<file path="src/rtl/codec_i2c_cfg_seq.sv">
// WM8750 config sequencer: walks a register table and writes each word as a 3-byte I2C write.
// Latency: each write takes 116 quarter periods plus GAP_Q. No backpressure: start_i is ignored while busy_o is high.
module codec_i2c_cfg_seq #(
  parameter int         CLK_FREQ = 50000000,
  parameter int         I2C_FREQ = 100000,
  parameter logic [6:0] DEV_ADDR = 7'h1A,
  parameter int         NUM_REGS = 16,
  parameter int         GAP_Q    = 8
) (
  input  logic        clk_i,
  input  logic        rst_i,
  input  logic        start_i,
  output logic [4:0]  cfg_idx_o,
  input  logic [15:0] cfg_word_i,
  output logic        scl_oe_o,
  output logic        sda_oe_o,
  input  logic        sda_i,
  output logic        busy_o,
  output logic        done_o,
  output logic        err_o,
  output logic [4:0]  err_idx_o
);

  localparam int QDIV = CLK_FREQ / (4 * I2C_FREQ);
  localparam int QW   = (QDIV > 1) ? $clog2(QDIV) : 1;
  localparam int QCW  = $clog2(((GAP_Q > 4) ? GAP_Q : 4) + 1);

  typedef enum logic [2:0] {
    S_IDLE, S_LOAD, S_START, S_BITS, S_STOP, S_GAP, S_DONE
  } state_t;

  state_t          r_state;
  logic [QW-1:0]   r_qcnt;
  logic [QCW-1:0]  r_q;
  logic [23:0]     r_shift;
  logic [3:0]      r_bit;
  logic [1:0]      r_byte;
  logic            r_nack;
  logic [5:0]      r_idx;
  logic            r_scl_oe;
  logic            r_sda_oe;
  logic            r_busy;
  logic            r_done;
  logic            r_err;
  logic [4:0]      r_err_idx;

  logic w_qend;
  logic w_ack;
  logic w_timed;
  logic w_sample;
  logic w_nack;
  logic w_scl_oe;
  logic w_sda_oe;

  assign w_qend   = (r_qcnt == QW'(QDIV - 1));
  assign w_ack    = (r_bit == 4'd8);
  assign w_timed  = (r_state == S_START) || (r_state == S_BITS) ||
                    (r_state == S_STOP)  || (r_state == S_GAP);
  // Pins lag the phase counter by one clock, so this is the last clock of the pin-level q2.
  assign w_sample = (r_state == S_BITS) && w_ack && (r_q == QCW'(3)) && (r_qcnt == '0);
  assign w_nack   = r_nack || (w_sample && sda_i);

  always_comb begin
    w_scl_oe = 1'b0;
    w_sda_oe = 1'b0;
    case (r_state)
      S_START: begin
        w_scl_oe = (r_q >= QCW'(2));
        w_sda_oe = (r_q >= QCW'(1));
      end
      S_BITS: begin
        w_scl_oe = (r_q == QCW'(0)) || (r_q == QCW'(3));
        w_sda_oe = !w_ack && !r_shift[23];
      end
      S_STOP: begin
        w_scl_oe = (r_q == QCW'(0));
        w_sda_oe = (r_q <= QCW'(1));
      end
      default: ;
    endcase
  end

  always_ff @(posedge clk_i) begin
    if (rst_i) begin
      r_state   <= S_IDLE;
      r_qcnt    <= '0;
      r_q       <= '0;
      r_shift   <= '0;
      r_bit     <= '0;
      r_byte    <= '0;
      r_nack    <= 1'b0;
      r_idx     <= '0;
      r_scl_oe  <= 1'b0;
      r_sda_oe  <= 1'b0;
      r_busy    <= 1'b0;
      r_done    <= 1'b0;
      r_err     <= 1'b0;
      r_err_idx <= '0;
    end else begin
      r_done   <= 1'b0;
      r_scl_oe <= w_scl_oe;
      r_sda_oe <= w_sda_oe;
      if (w_timed) r_qcnt <= w_qend ? '0 : r_qcnt + QW'(1);
      if (w_sample && sda_i) r_nack <= 1'b1;

      case (r_state)
        S_IDLE: begin
          r_qcnt <= '0;
          if (start_i) begin
            r_state <= S_LOAD;
            r_idx   <= '0;
            r_err   <= 1'b0;
            r_busy  <= 1'b1;
          end
        end
        S_LOAD: begin
          if (cfg_word_i == 16'hFFFF || r_idx == 6'(NUM_REGS)) begin
            r_state <= S_DONE;
            r_done  <= 1'b1;
          end else begin
            r_shift <= {DEV_ADDR, 1'b0, cfg_word_i};
            r_bit   <= '0;
            r_byte  <= '0;
            r_nack  <= 1'b0;
            r_q     <= '0;
            r_qcnt  <= '0;
            r_state <= S_START;
          end
        end
        S_START: begin
          if (w_qend) begin
            if (r_q == QCW'(3)) begin
              r_q     <= '0;
              r_state <= S_BITS;
            end else begin
              r_q <= r_q + QCW'(1);
            end
          end
        end
        S_BITS: begin
          if (w_qend) begin
            if (r_q == QCW'(3)) begin
              r_q <= '0;
              if (w_ack) begin
                r_bit <= '0;
                if (w_nack) begin
                  r_err     <= 1'b1;
                  r_err_idx <= r_idx[4:0];
                  r_state   <= S_STOP;
                end else if (r_byte == 2'd2) begin
                  r_state <= S_STOP;
                end else begin
                  r_byte <= r_byte + 2'd1;
                end
              end else begin
                r_bit   <= r_bit + 4'd1;
                r_shift <= {r_shift[22:0], 1'b0};
              end
            end else begin
              r_q <= r_q + QCW'(1);
            end
          end
        end
        S_STOP: begin
          if (w_qend) begin
            if (r_q == QCW'(3)) begin
              r_q <= '0;
              // A NACK aborts the rest of the table.
              if (r_nack) begin
                r_state <= S_DONE;
                r_done  <= 1'b1;
              end else begin
                r_state <= S_GAP;
              end
            end else begin
              r_q <= r_q + QCW'(1);
            end
          end
        end
        S_GAP: begin
          if (w_qend) begin
            if (r_q == QCW'(GAP_Q - 1)) begin
              r_q     <= '0;
              r_idx   <= r_idx + 6'd1;
              r_state <= S_LOAD;
            end else begin
              r_q <= r_q + QCW'(1);
            end
          end
        end
        S_DONE: begin
          r_busy  <= 1'b0;
          r_state <= S_IDLE;
        end
        default: r_state <= S_IDLE;
      endcase
    end
  end

  assign cfg_idx_o = r_idx[4:0];
  assign scl_oe_o  = r_scl_oe;
  assign sda_oe_o  = r_sda_oe;
  assign busy_o    = r_busy;
  assign done_o    = r_done;
  assign err_o     = r_err;
  assign err_idx_o = r_err_idx;

endmodule

</file>
<file path="config.mk">
export PLATFORM = sky130hd
export DESIGN_NAME = codec_i2c_cfg_seq
export DESIGN_NICKNAME = d
export VERILOG_FILES = /design/src/rtl/codec_i2c_cfg_seq.sv
export SDC_FILE = /design/constraint.sdc
export NUM_CORES = 1
export LEC_CHECK = 0
export ABC_CLOCK_PERIOD_IN_PS = 3100
export BUFFER_PORTS_ARGS = -buffer_cell sky130_fd_sc_hd__buf_2
export CAP_MARGIN = 20
export CORE_MARGIN = 2
export CORE_UTILIZATION = 50
export DETAILED_ROUTE_END_ITERATION = 8
export PLACE_DENSITY = 0.8
export REMOVE_ABC_BUFFERS = 1
export SETUP_SLACK_MARGIN = 0.2
export SYNTH_ARGS = -nofsm -noshare
export SYNTH_HDL_FRONTEND = slang
export SYNTH_SLANG_ARGS = --single-unit
</file>
<file path="constraint.sdc">
create_clock -name clk_i -period 3.1 [get_ports clk_i]
set_input_delay 0 -clock clk_i [delete_from_list [all_inputs] [get_ports clk_i]]
set_output_delay 0 -clock clk_i [all_outputs]
set_load 0.02 [all_outputs]
</file>
; ---- After elaboration in Yosys (flattened, before gate mapping)
; Cells that the tools add are included.
[op_classes]
n_reduce_logical = 31
n_mux = 63
add_sub_neg = 5
eq_ne = 30
order_cmp = 3
[op_table]
columns = operator, count
row1 = 24-bit two-way mux, 4
row2 = 24-bit one-hot mux with 2 select lines, 1
row3 = 3-bit two-way mux, 13
row4 = 4-bit two-way mux, 8
row5 = "2-bit != test, second input constant", 11
row6 = 7-bit two-way mux, 3
row7 = 6-bit two-way mux, 3
row8 = 3-bit one-hot mux with 6 select lines, 1
row9 = "16-bit equality test, second input constant", 1
row10 = 2-bit two-way mux, 7
row11 = 7-bit one-hot mux with 2 select lines, 1
row12 = 1-bit two-way mux, 13
row13 = 4-bit one-hot mux with 3 select lines, 1
row14 = 6-bit one-hot mux with 2 select lines, 1
row15 = 4-bit AND reduction, 3
row16 = 11-bit AND reduction, 1
row17 = "2-bit by 1-bit != test with 1-bit output, second input constant", 5
row18 = 5-bit AND reduction, 2
row19 = "3-bit equality test, second input constant", 3
row20 = "4-bit by 1-bit adder with 4-bit output, second input constant", 2
row21 = 4-bit one-hot mux with 2 select lines, 1
row22 = 2-bit nonzero test, 4
row23 = "7-bit by 1-bit adder with 7-bit output, second input constant", 1
row24 = "7-bit equality test, second input constant", 1
row25 = 27 further kinds, 41
[word_totals]
in_bits = 20
regBits = 61

; ---- Depth between registers and ports, before layout
; Gate-level depths: netlist of run 1.
[depth]
ltp_word = 11
mapped_depth = 8
depth_no_buf = 7

; ---- Least setup slack after synthesis of run 1
; No wires, ideal clock.
[synth_timing]
path_type = reg-to-reg
startpoint = register r_q[0]
endpoint = register r_state[1]
n_path_buf = 0
path_slack_ns = 0.930
setup_ns = 0.120
stages_incl_launch_ff = 7
arrival_time_ns = 2.051
cell_sequence = dfxtp_1 ha_1 or3b_4 o31ai_4 a21oi_2 or3_1 o31a_1
[synth_via]
elab_chain_len = 10
word_cells_on_any_way = 17
classes_between = eq/ne (7) / mux (5) / reduce/logical (5)
[synth_lines]
columns = item, line_no
row1 = "start, declared", 34  ; logic [QCW-1:0] r_q;
row2 = "start signal, assigned", 136  ; r_q <= r_q + QCW'(1);
row3 = "start signal, assigned", 160  ; r_q <= r_q + QCW'(1);
row4 = "start signal, assigned", 176  ; r_q <= r_q + QCW'(1);
row5 = 4-bit by 2-bit equality test with 1-bit output, n/a
row6 = 1-bit logical AND (2 in series), 60  ; assign w_sample = (r_state == S_BITS) && w_ack && (r_q == QCW'(3)) && (r_qcnt == '0);
row7 = 1-bit logical AND, 61  ; assign w_nack = r_nack || (w_sample && sda_i);
row8 = 1-bit logical OR, 61
row9 = 3-bit two-way mux, 146  ; if (w_nack) begin
row10 = 3-bit two-way mux, 144  ; if (w_ack) begin
row11 = 3-bit two-way mux, 142  ; if (r_q == QCW'(3)) begin
row12 = 3-bit two-way mux, 141  ; if (w_qend) begin
row13 = 3-bit one-hot mux with 6 select lines, 106  ; case (r_state)
row14 = "end signal, assigned", 110  ; r_state <= S_LOAD;
row15 = "end signal, assigned", 149  ; r_state <= S_STOP;
row16 = "end signal, assigned", 151  ; r_state <= S_STOP;
row17 = "end, declared", 32  ; state_t r_state;
; Parallel ways exist; a longest one is shown, timed or not. The select of a mux whose other input is x is not followed.
; A chain may end at the register's enable or synchronous reset.

; ---- Final worst setup path of run 1
[layout_timing]
startpoint = register r_q[1]
endpoint = register r_shift[15]
[layout_via]
elab_chain_len = 3
[layout_lines]
columns = item, line_no
row1 = 4-bit by 2-bit equality test with 1-bit output, 142
row2 = 2-bit by 1-bit != test with 1-bit output (no line), n/a
row3 = 5-bit AND reduction (no line), n/a
row4 = "end signal, assigned", 121  ; r_shift <= {DEV_ADDR, 1'b0, cfg_word_i};
row5 = "end signal, assigned", 157  ; r_shift <= {r_shift[22:0], 1'b0};
row6 = "end, declared", 35  ; logic [23:0] r_shift;
; No other way between the ends.

==> results of run 1 <==
worst min-delay path by stage:
stage,startpoint,endpoint,slack (ps),cells after the start
after global routing,cfg_word_i[11],r_shift[11]$_SDFFE_PP0P_,80,4
after global placement,cfg_word_i[0],r_shift[0]$_SDFFE_PP0P_,260,3
after detailed placement,cfg_word_i[0],r_shift[0]$_SDFFE_PP0P_,270,3
final,cfg_word_i[10],r_shift[10]$_SDFFE_PP0P_,60,4
after CTS,cfg_word_i[10],r_shift[10]$_SDFFE_PP0P_,60,4
after floorplan,rst_i,r_bit[0]$_SDFFE_PP0P_,70,1
logic make-up (layout without fill, tap and decap cells):
logic type	Yosys count	count (layout)	share of synthesized area (%)
simple gates	124	124	19.10
compound gates	96	96	23.20
flops	61	61	36.76
buf+inv	45	79	6.328
mux	25	25	7.571
fa+ha+maj	11	11	4.143
xor+xnor	11	11	2.900
synth_stat cells (2+ instances only):
master / instances / area (um^2)
a211oi_1: 3 / 22.52
buf_4: 7 / 52.55
mux2i_1: 24 / 240.2
nand2b_1: 5 / 31.28
o221a_1: 4 / 45.04
a2111oi_2: 2 / 30.03
o21ai_1: 3 / 15.01
nand2_1: 25 / 93.84
nor3b_1: 2 / 15.01
a21oi_2: 2 / 17.52
nand3b_1: 3 / 22.52
a31oi_1: 2 / 12.51
dfxtp_1: 61 / 1221
nand3_1: 17 / 85.08
buf_1: 2 / 7.510
inv_1: 18 / 67.56
a31o_1: 2 / 17.52
xnor2_1: 7 / 61.31
o211a_1: 15 / 150.1
or4_1: 2 / 15.01
buf_2: 6 / 30.03
nand4_1: 8 / 50.05
a41oi_1: 2 / 17.52
a21oi_1: 17 / 85.08
o41ai_1: 2 / 17.52
a2111oi_0: 2 / 17.52
or3_1: 3 / 18.77
o32ai_1: 3 / 26.28
a221oi_1: 2 / 17.52
xor2_1: 4 / 35.03
clkbuf_1: 11 / 41.29
nor3_1: 7 / 35.03
and3_1: 2 / 12.51
nor2_1: 39 / 146.4
ha_1: 11 / 137.6
o211ai_1: 16 / 120.1
o22ai_1: 2 / 12.51
o21ai_0: 3 / 15.01
state kept, by name, indices dropped and copies added (netlist names):
register and flops:
r_qcnt 7, done_o 1, scl_oe_o 1, r_bit 4, busy_o 1, r_idx 6, r_nack 1, sda_oe_o 1
r_state 3, r_byte 2, r_q 4, err_o 1, r_shift 24, err_idx_o 5
worst max-delay path, cell delays in order (launching register included):
cell and delay, ps:
dfxtp_1 390, ha_1 300, or3b_4 460, nor3_4 310
nand2_2 150, a21oi_2 160, buf_4 290, mux2i_1 210
per-layer routing:
layer  share of wire [%]  global-route usage [%]  routed length (um)  vias to the layer above
met5                   0                       0                   0                        -
met2                  48                   37.86                3746                      100
li1                    -                       -                   -                     1435
met4                 1.6                   8.081                 125                        0
met3                 5.0                   5.101                 388                       11
met1                  45                   27.77                3517                     1433
cell type report:
class                   instances  area (um^2)  share of cell area [%]
well taps                      77        96.34                   2.578
flip-flops and latches         61         1221                   32.67
inverters                      18        67.56                   1.808
repair buffers                 45        255.2                   6.830
clock inverters                 5        75.07                   2.009
clock buffers                  11        131.4                   3.515
multi-input cells             267         1891                   50.59
metrics by stage:
stage / total power [uW] / cells
detailed placement: 1826 / 467
global placement: 1791 / 467
global route: 2715 / 484
floorplan: 1579 / 346
CTS: 2583 / 484
finish: 2583 / 484
power groups by stage:
stage	Combinational (uW)	Clock, uW	Sequential (uW)
finish	807	760	1020
floorplan	556	0	1020
global route	876	806	1030
detailed placement	793	0	1030
CTS	798	771	1020
global placement	767	0	1020
repair_timing:
action,CTS,global route
hold buffers,1,0
gates resized for setup,0,0
hold endpoints to repair,1,0
==> impl_metrics.tcl, run 1 <==
set metrics [dict create \
    tightest_slew_ps 751.2 \
    num_rows 29 \
    worst_setup_path_end_kind "flop" \
    arrival_ps 2610 \
    p_switching_uw 887.8 \
    h-tree-depth 3 \
    grt_pass1_wl_um 13100 \
    slew_violations 0 \
    syn_area_um2 3322 \
    pwr-share-clk_pct 29.4 \
    syn_inst 373 \
    worstReg2RegEnd "r_shift[15]$_SDFFE_PP0P_" \
    area.growth.synth_to_final_pct 12.50 \
    startpoint "r_q[1]$_SDFFE_PP0P_" \
    num_io_pins 35 \
    synth_flop_cell "dfxtp_1" \
    grtUsageTotal_pct 22.31 \
    finish.net_count 433 \
    cts.clk_slew.worst_paths_ps 70 \
    fill_cells 556 \
    hold_class "in2reg" \
    reg2reg_from "r_q[1]$_SDFFE_PP0P_" \
    die_x_um 85.51 \
    final.min_clock_period_ps 2336 \
    die_h_um 85.51 \
    r2r_setup_slack_ps 760 \
    vias_per_cell 6.155 \
    drv_cap 0 \
    synth_cell_types 65 \
    hold_violations 0 \
    grt_start_max_net_pins 30 \
    timing.fmax_mhz 428.0 \
    drc_errors 0 \
    crit_fanout 24 \
    r2r_cells 7 \
    holdWs_ps 62.78 \
    timing.setup.tns_ps 0 \
    cp_data_required_time_ps 3380 \
    layout_commonest_cell "dfxtp_1" \
    fin_skew_ps 9.390 \
    cts_tree "done" \
    syn_area_per_cell_um2 8.906 \
    cts_buffers 9 \
    p_leak_uw 0.001602 \
    drive_above_1_share_pct 17.20 \
    endpoint "r_shift[15]$_SDFFE_PP0P_" \
    initial_core_util_pct 52.02 \
    dp_hpwl_um 5349 \
    n_antenna_cell 0 \
    p_seq_share_pct 39.4 \
    fin_crit_sh_pct 75.36 \
    synth_edf_count 0 \
    num_vias 2979 \
    internal-power_uw 1696 \
    rsz0062_at_grt "false" \
    grt_pass1_vias 2828 \
    antenna_found_initial 0 \
    switching_share_pct 34.37 \
    drt_first_pass_iters 5 \
    fin_util_pct 58.52 \
    clk_latency_ps 350 \
    stdcell_area_um2 3737 \
    p_per_area_nw_per_um2 691.2 \
    synth-async-reset-ratio_pct 0 \
    max-vdd-ir-drop_mv 0.4758 \
    cts.path.max_buffers 2 \
    io_buffers 34 \
    postPlaceCellArea_um2 3521 \
    dieArea_um2 7312 \
    core_area_um2 6386 \
    cp-start-kind "flop" \
    post-place-ws_ps 782.2 \
    critical_path_class "reg2reg" \
    fin_ws_ps 763.7 \
    synth-seq-cells 61 \
    wirelength_um 7778 \
    root_buffer "clkbuf_8" \
    yosys_warnings 0 \
    yosysSeqAreaShare_pct 36.76 \
    drtAntennaViolNets 0 \
    cts_setup_buffers 0 \
    overflow 0 \
    relSlewSlack_pct 49.92 \
    layout_common_cells "61 x dfxtp_1, 39 x nor2_1, 34 x buf_2" \
    status "finished clean" \
    post_drt_wl_per_cell_um 16.07 \
    place.gp.congestion 0.9192 \
    setup_violations 0 \
    numClockSinks 61 \
    power_frac_comb_pct 31.2 \
    drtIter0Drc 219 \
]
(Power assumes the default switching activity.)
==> inputs of run 2 (changes only) <==
- ABC_CLOCK_PERIOD_IN_PS: 3100 -> 2270
- clock period: 3.1 -> 2.27 ns (I/O delays scaled with it)
==> run 2 against run 1 <==
- routed wire length is 9.0% higher
- sequential share of layout area is 2.2 points lower
- sequential cell count stayed put
- register-to-register slack worse by 540 ps
- design area is 7.8% higher
- core utilization is 4.6 points higher
- clock power is 31% higher
- hold slack worse by 13 ps
- via count is 4.1% higher
- first-iteration DRC count is 25% higher
- cell count is 4.1% higher
- setup slack worse by 590 ps
- highest routed layer unchanged
==> impl_metrics.tcl, run 2 (same netlist as run 1, synthesis figures left out) <==
set metrics [dict create \
    worstHoldPathCells 5 \
    grt_start_max_net_pins 33 \
    setup_violations 0 \
    area.growth.synth_to_final_pct 21.28 \
    fin_util_pct 63.09 \
    num_vias 3100 \
    largest_reg_flops 24 \
    status "finished clean" \
    cp_cell_sequence "dlygate4sd3_1 > buf_2 > nand4_1 > or4_1 > a31o_1 > or4_4 > a21oi_4" \
    max-vdd-ir-drop_mv 0.6470 \
    reg2reg_from "r_qcnt[1]$_SDFF_PP0_" \
    worstReg2RegEnd "r_idx[3]$_SDFFE_PP0P_" \
    root_buffer "clkbuf_8" \
    hold_class "in2reg" \
    relSlewSlack_pct 66.36 \
    overflow 0 \
    die_x_um 85.51 \
    num_rows 29 \
    dieArea_um2 7312 \
    hp-start "start_i" \
    fin_crit_sh_pct 92.54 \
    io_buffers 34 \
    cp_data_required_time_ps 2550 \
    reg.largest.list "r_shift: 24 flops, r_qcnt: 7 flops, r_idx: 6 flops" \
    critical_path_class "in2reg" \
    slew_violations 0 \
    grtUsageTotal_pct 23.40 \
    drive_above_1_share_pct 25.53 \
    antenna_found_initial 0 \
    wirelength_um 8478 \
    core_area_um2 6386 \
    grt_pass1_wl_um 13440 \
    drtIter0Drc 274 \
    layout_commonest_cell "dfxtp_1" \
    tightest_slew_ps 502.4 \
    p_leak_uw 0.001738 \
    place.gp.congestion 0.8959 \
    drc_errors 0 \
    h-tree-depth 3 \
    cts_buffers 9 \
    holdWs_ps 50.09 \
    cts.path.max_buffers 2 \
    hold_violations 0 \
    cp_slowest_cell "or4_1" \
    holdPathEnd "busy_o$_SDFFE_PP0P_" \
    layout_common_cells "56 x dfxtp_1, 38 x nor2_1, 34 x buf_2" \
    finalNonFillerCells 504 \
    fill_cells 524 \
    arrival_ps 2380 \
    drt_first_pass_iters 5 \
    r2r_cells 7 \
    rsz0062_at_grt "true" \
    dp_hpwl_um 5548 \
    clk_latency_ps 360 \
    num_io_pins 35 \
    final.min_clock_period_ps 2101 \
    cts_tree "done" \
    timing.setup.tns_ps 0 \
    numClockSinks 61 \
    cts.clk_slew.worst_paths_ps 70 \
    drtAntennaViolNets 0 \
    grt_pass1_vias 2850 \
    max_flop_register "r_shift" \
    worst_setup_path_end_kind "flop" \
    p_per_area_nw_per_um2 919.4 \
    n_antenna_cell 0 \
    fin_skew_ps 8.599 \
    vias_per_cell 6.151 \
    post_drt_wl_per_cell_um 16.82 \
    drv_cap 0 \
    die_h_um 85.51 \
    r2r_setup_slack_ps 220 \
    crit_fanout 4 \
    cp-start-kind "input port" \
    total_power_uw 3704 \
    placedCellCount 479 \
    timing.fmax_mhz 476.1 \
    slowest_delay_ps 640 \
    initial_core_util_pct 52.02 \
    finish.net_count 453 \
]
[run 2: changes by cell type in the layout (fill, tap and decap cells not counted), sizes merged]
| cell | change |
|---|---|
| bufinv | -1 |
| clkinvlp | +3 |
| clkinv | -1 |
| clkbuf | -1 |
| buf | +20 |
[run 2: critical path: cells and delay by family]
kind                   cells  cell delay (ps)
AND/OR/NAND/NOR            3             1290
AO/OA/AOI/OAI              2              460
buffers and inverters      2              630
[run 2: how the worst max path moves through the flow]
| stage | startpoint | end | slack (ps) | cells after the start |
|---|---|---|---|---|
| after floorplan | r_state[1]$_SDFFE_PP0P_ | r_shift[10]$_SDFFE_PP0P_ | -340 | 4 |
| after global placement | r_q[0]$_SDFFE_PP0P_ | r_state[1]$_SDFFE_PP0P_ | 220 | 6 |
| after detailed placement | r_q[0]$_SDFFE_PP0P_ | r_state[1]$_SDFFE_PP0P_ | 170 | 6 |
| after CTS | r_q[0]$_SDFFE_PP0P_ | r_state[2]$_SDFFE_PP0P_ | 190 | 6 |
| after global routing | cfg_word_i[0] | r_state[2]$_SDFFE_PP0P_ | 120 | 7 |
| final | cfg_word_i[0] | r_state[2]$_SDFFE_PP0P_ | 170 | 7 |
[run 2: final cells by class]
cell class / instances / area (um^2) / area share, %
inverter: 18 / 67.56 / 1.677
clock buffer: 10 / 137.6 / 3.416
multi-input combinational: 267 / 2007 / 49.81
tap: 77 / 96.34 / 2.391
sequential: 61 / 1227 / 30.47
timing repair buffer: 65 / 430.4 / 10.68
clock inverter: 6 / 62.56 / 1.553
[run 2: layer usage]
metal  vias up  wire length [um]  track usage (%)
met5         -                 0                0
met4         0               262            8.225
met3        28               591            6.641
met2       131              4078            40.48
met1      1464              3545            27.75
li1       1477                 -                -
[run 2: timing repair]
action                                 CTS  global route
setup buffers                            0             8
pin swaps                                4            15
gates resized for setup                  5            22
hold buffers                             1             0
setup endpoints to repair                6            45
endpoints found under the hold margin    1             0
[run 2: where the power goes]
part | switching (uW) | internal, uW
sequential | 126 | 1240
clock | 460 | 532
combinational | 757 | 588
[run 2: through the flow]
| stage | worst slack [ps] | instance area, um^2 |
|---|---|---|
| 2_1_floorplan | -344.6 | 3179 |
| 3_5_place_dp | 168.7 | 3636 |
| 5_1_grt | 116.9 | 4029 |
| 6_report | 169.4 | 4029 |
| 3_3_place_gp | 216.7 | 3636 |
| 4_1_cts | 194.0 | 3886 |
==> inputs of run 3 (changes only) <==
- CORE_UTILIZATION: 50 -> 40
- PLACE_DENSITY: 0.8 -> 0.68
==> run 3 against run 2 <==
- combinational power decreased by 4%
- critical path type is now reg2reg
- sequential share of layout area increased by 0.36 points
- via count decreased by 3.2%
- clock skew increased by 4.7 ps
- largest cell class unchanged
- total power decreased by 6.5%
- non-clock buffer count decreased by 4
- design area decreased by 1.3%
- routed wire length decreased by 4.7%
==> impl_metrics.tcl, run 3 (same netlist as run 1, synthesis figures left out) <==
set metrics [dict create \
    hp-start "cfg_word_i[7]" \
    p_leak_uw 0.001678 \
    holdWs_ps 51.72 \
    cts_buffers 9 \
    fin_skew_ps 13.33 \
    n_antenna_cell 0 \
    drtAntennaViolNets 0 \
    r2r_setup_slack_ps 230 \
    drtIter0Drc 205 \
    internal-power_uw 2194 \
    critical_path_class "reg2reg" \
    cp_cell_sequence "or3_1 > o31ai_4 > a21oi_4 > a2111oi_1 > o221a_1" \
    post-place-ws_ps 135.0 \
    holdPathEnd "r_shift[7]$_SDFFE_PP0P_" \
    drc_errors 0 \
    dieArea_um2 9050 \
    pwr-share-clk_pct 23.7 \
    initial_core_util_pct 40.84 \
    postPlaceCellArea_um2 3651 \
    place.gp.congestion 0.8716 \
    worst_setup_path_end_kind "flop" \
    dp_hpwl_um 5487 \
    fin_crit_sh_pct 89.74 \
    cp_data_required_time_ps 2560 \
    fill_cells 768 \
    h-tree-depth 3 \
    fin_ws_ps 233.0 \
    wirelength_um 8076 \
    largest_reg_flops 24 \
    overflow 0 \
    r2r_cells 5 \
    p_switching_uw 1268 \
    reg2reg_from "r_qcnt[3]$_SDFF_PP0_" \
    final.min_clock_period_ps 2037 \
    drv_cap 0 \
    worstHoldPathCells 4 \
    arrival_ps 2330 \
    post_drt_wl_per_cell_um 15.30 \
    area.growth.synth_to_final_pct 19.74 \
    drt_first_pass_iters 5 \
    p_seq_share_pct 39.4 \
    grt_pass1_wl_um 13420 \
    finalNonFillerCells 528 \
    vias_per_cell 5.686 \
    status "finished clean" \
    root_buffer "clkbuf_8" \
    stdcell_area_um2 3978 \
    crit_fanout 6 \
    die_x_um 95.13 \
    cts_tree "done" \
    num_io_pins 35 \
    worstReg2RegEnd "r_state[0]$_SDFFE_PP0P_" \
    drive_above_1_share_pct 24.59 \
    p_per_area_nw_per_um2 870.4 \
    relSlewSlack_pct 68.31 \
    cp-start-kind "flop" \
    reg.largest.list "r_shift: 24 flops, r_qcnt: 7 flops, r_idx: 6 flops" \
    switching_share_pct 36.62 \
    layout_common_cells "57 x dfxtp_1, 38 x nor2_1, 34 x buf_2" \
    clk_latency_ps 350 \
    grtUsageTotal_pct 19.06 \
    antenna_found_initial 0 \
    grt_start_max_net_pins 33 \
    rsz0062_at_grt "true" \
    cts.clk_slew.worst_paths_ps 70 \
    num_rows 33 \
    hold_class "in2reg" \
    slew_violations 0 \
    slowest_delay_ps 460 \
    layout_commonest_cell "dfxtp_1" \
    io_buffers 34 \
    regArea_um2 1226 \
    die_h_um 95.13 \
    cp_slowest_cell "or3_1" \
    grt_pass1_vias 2796 \
    cts.path.max_buffers 2 \
    setup_violations 0 \
    startpoint "r_qcnt[3]$_SDFF_PP0_" \
    timing.fmax_mhz 490.9 \
    max-vdd-ir-drop_mv 0.4707 \
    max_flop_register "r_shift" \
    numClockSinks 61 \
    multi_input_area_um2 2002 \
    finish.net_count 449 \
    power_frac_comb_pct 36.9 \
    placedCellCount 506 \
    hold_violations 0 \
    tightest_slew_ps 473.3 \
    num_vias 3002 \
    core_area_um2 8134 \
]
[run 3: changes by cell type in the layout (fill, tap and decap cells not counted), moves of 2 or more]
| cell | before | now |
|---|---|---|
| clkinvlp_4 | 3 | 1 |
| clkbuf_1 | 0 | 2 |
| clkinv_2 | 2 | 4 |
| a211oi_2 | 0 | 2 |
| inv_2 | 2 | 0 |
| a211oi_1 | 3 | 1 |
| inv_1 | 16 | 18 |
| a2111oi_1 | 0 | 2 |
| buf_4 | 28 | 24 |
[run 3: repair_timing]
action	in CTS	in global routing
cloned	0	0
hold buffers	1	0
buffers inserted	4	1
endpoints found under the setup margin	6	46
hold endpoints to repair	1	0
resized for setup	7	22
pin swaps	6	4
[run 3: worst max-delay path by stage]
stage               slack, ps                       end
floorplan                -340  r_shift[10]$_SDFFE_PP0P_
global placement          210   r_state[1]$_SDFFE_PP0P_
detailed placement        130   r_state[0]$_SDFFE_PP0P_
CTS                       200     r_idx[5]$_SDFFE_PP0P_
global route              190  r_shift[15]$_SDFFE_PP0P_
finish                    230   r_state[0]$_SDFFE_PP0P_
[run 3: final cells by class]
class	instances	area share, %
Clock inverter	5	0.6920
Inverter	18	1.699
Tap cell	105	3.303
Clock buffer	11	3.303
Multi-Input combinational cell	267	50.33
Sequential cell	61	30.83
Timing Repair Buffer	61	9.846
[run 3: critical path: cells and delay by family (launching register included)]
kind,cells,cell delay (ps)
flops,1,380
simple gates,1,460
compound gates,4,1150
[run 3: layer usage]
| metal | GRT usage, % | routed length, um | vias up |
|---|---|---|---|
| met3 | 5.929 | 454 | 11 |
| met4 | 5.918 | 104 | 0 |
| li1 | - | - | 1469 |
| met1 | 23.38 | 3633 | 1423 |
| met2 | 31.87 | 3883 | 99 |
| met5 | 0 | 0 | - |
[run 3: power by group through the flow]
stage / Combinational [uW] / Sequential (uW) / Clock, uW
global placement: 1160 / 1370 / 0
global route: 1390 / 1390 / 885
finish: 1280 / 1370 / 820
detailed placement: 1180 / 1380 / 0
floorplan: 760 / 1400 / 0
CTS: 1220 / 1360 / 842
[run 3: through the flow]
step | TNS (ps) | util (%) | power, uW
2_1_floorplan | -8593 | - | 2156
3_3_place_gp | 0 | 44.89 | 2537
3_5_place_dp | 0 | 44.89 | 2562
4_1_cts | 0 | 47.96 | 3421
5_1_grt | 0 | 48.90 | 3668
6_report | 0 | 48.90 | 3462
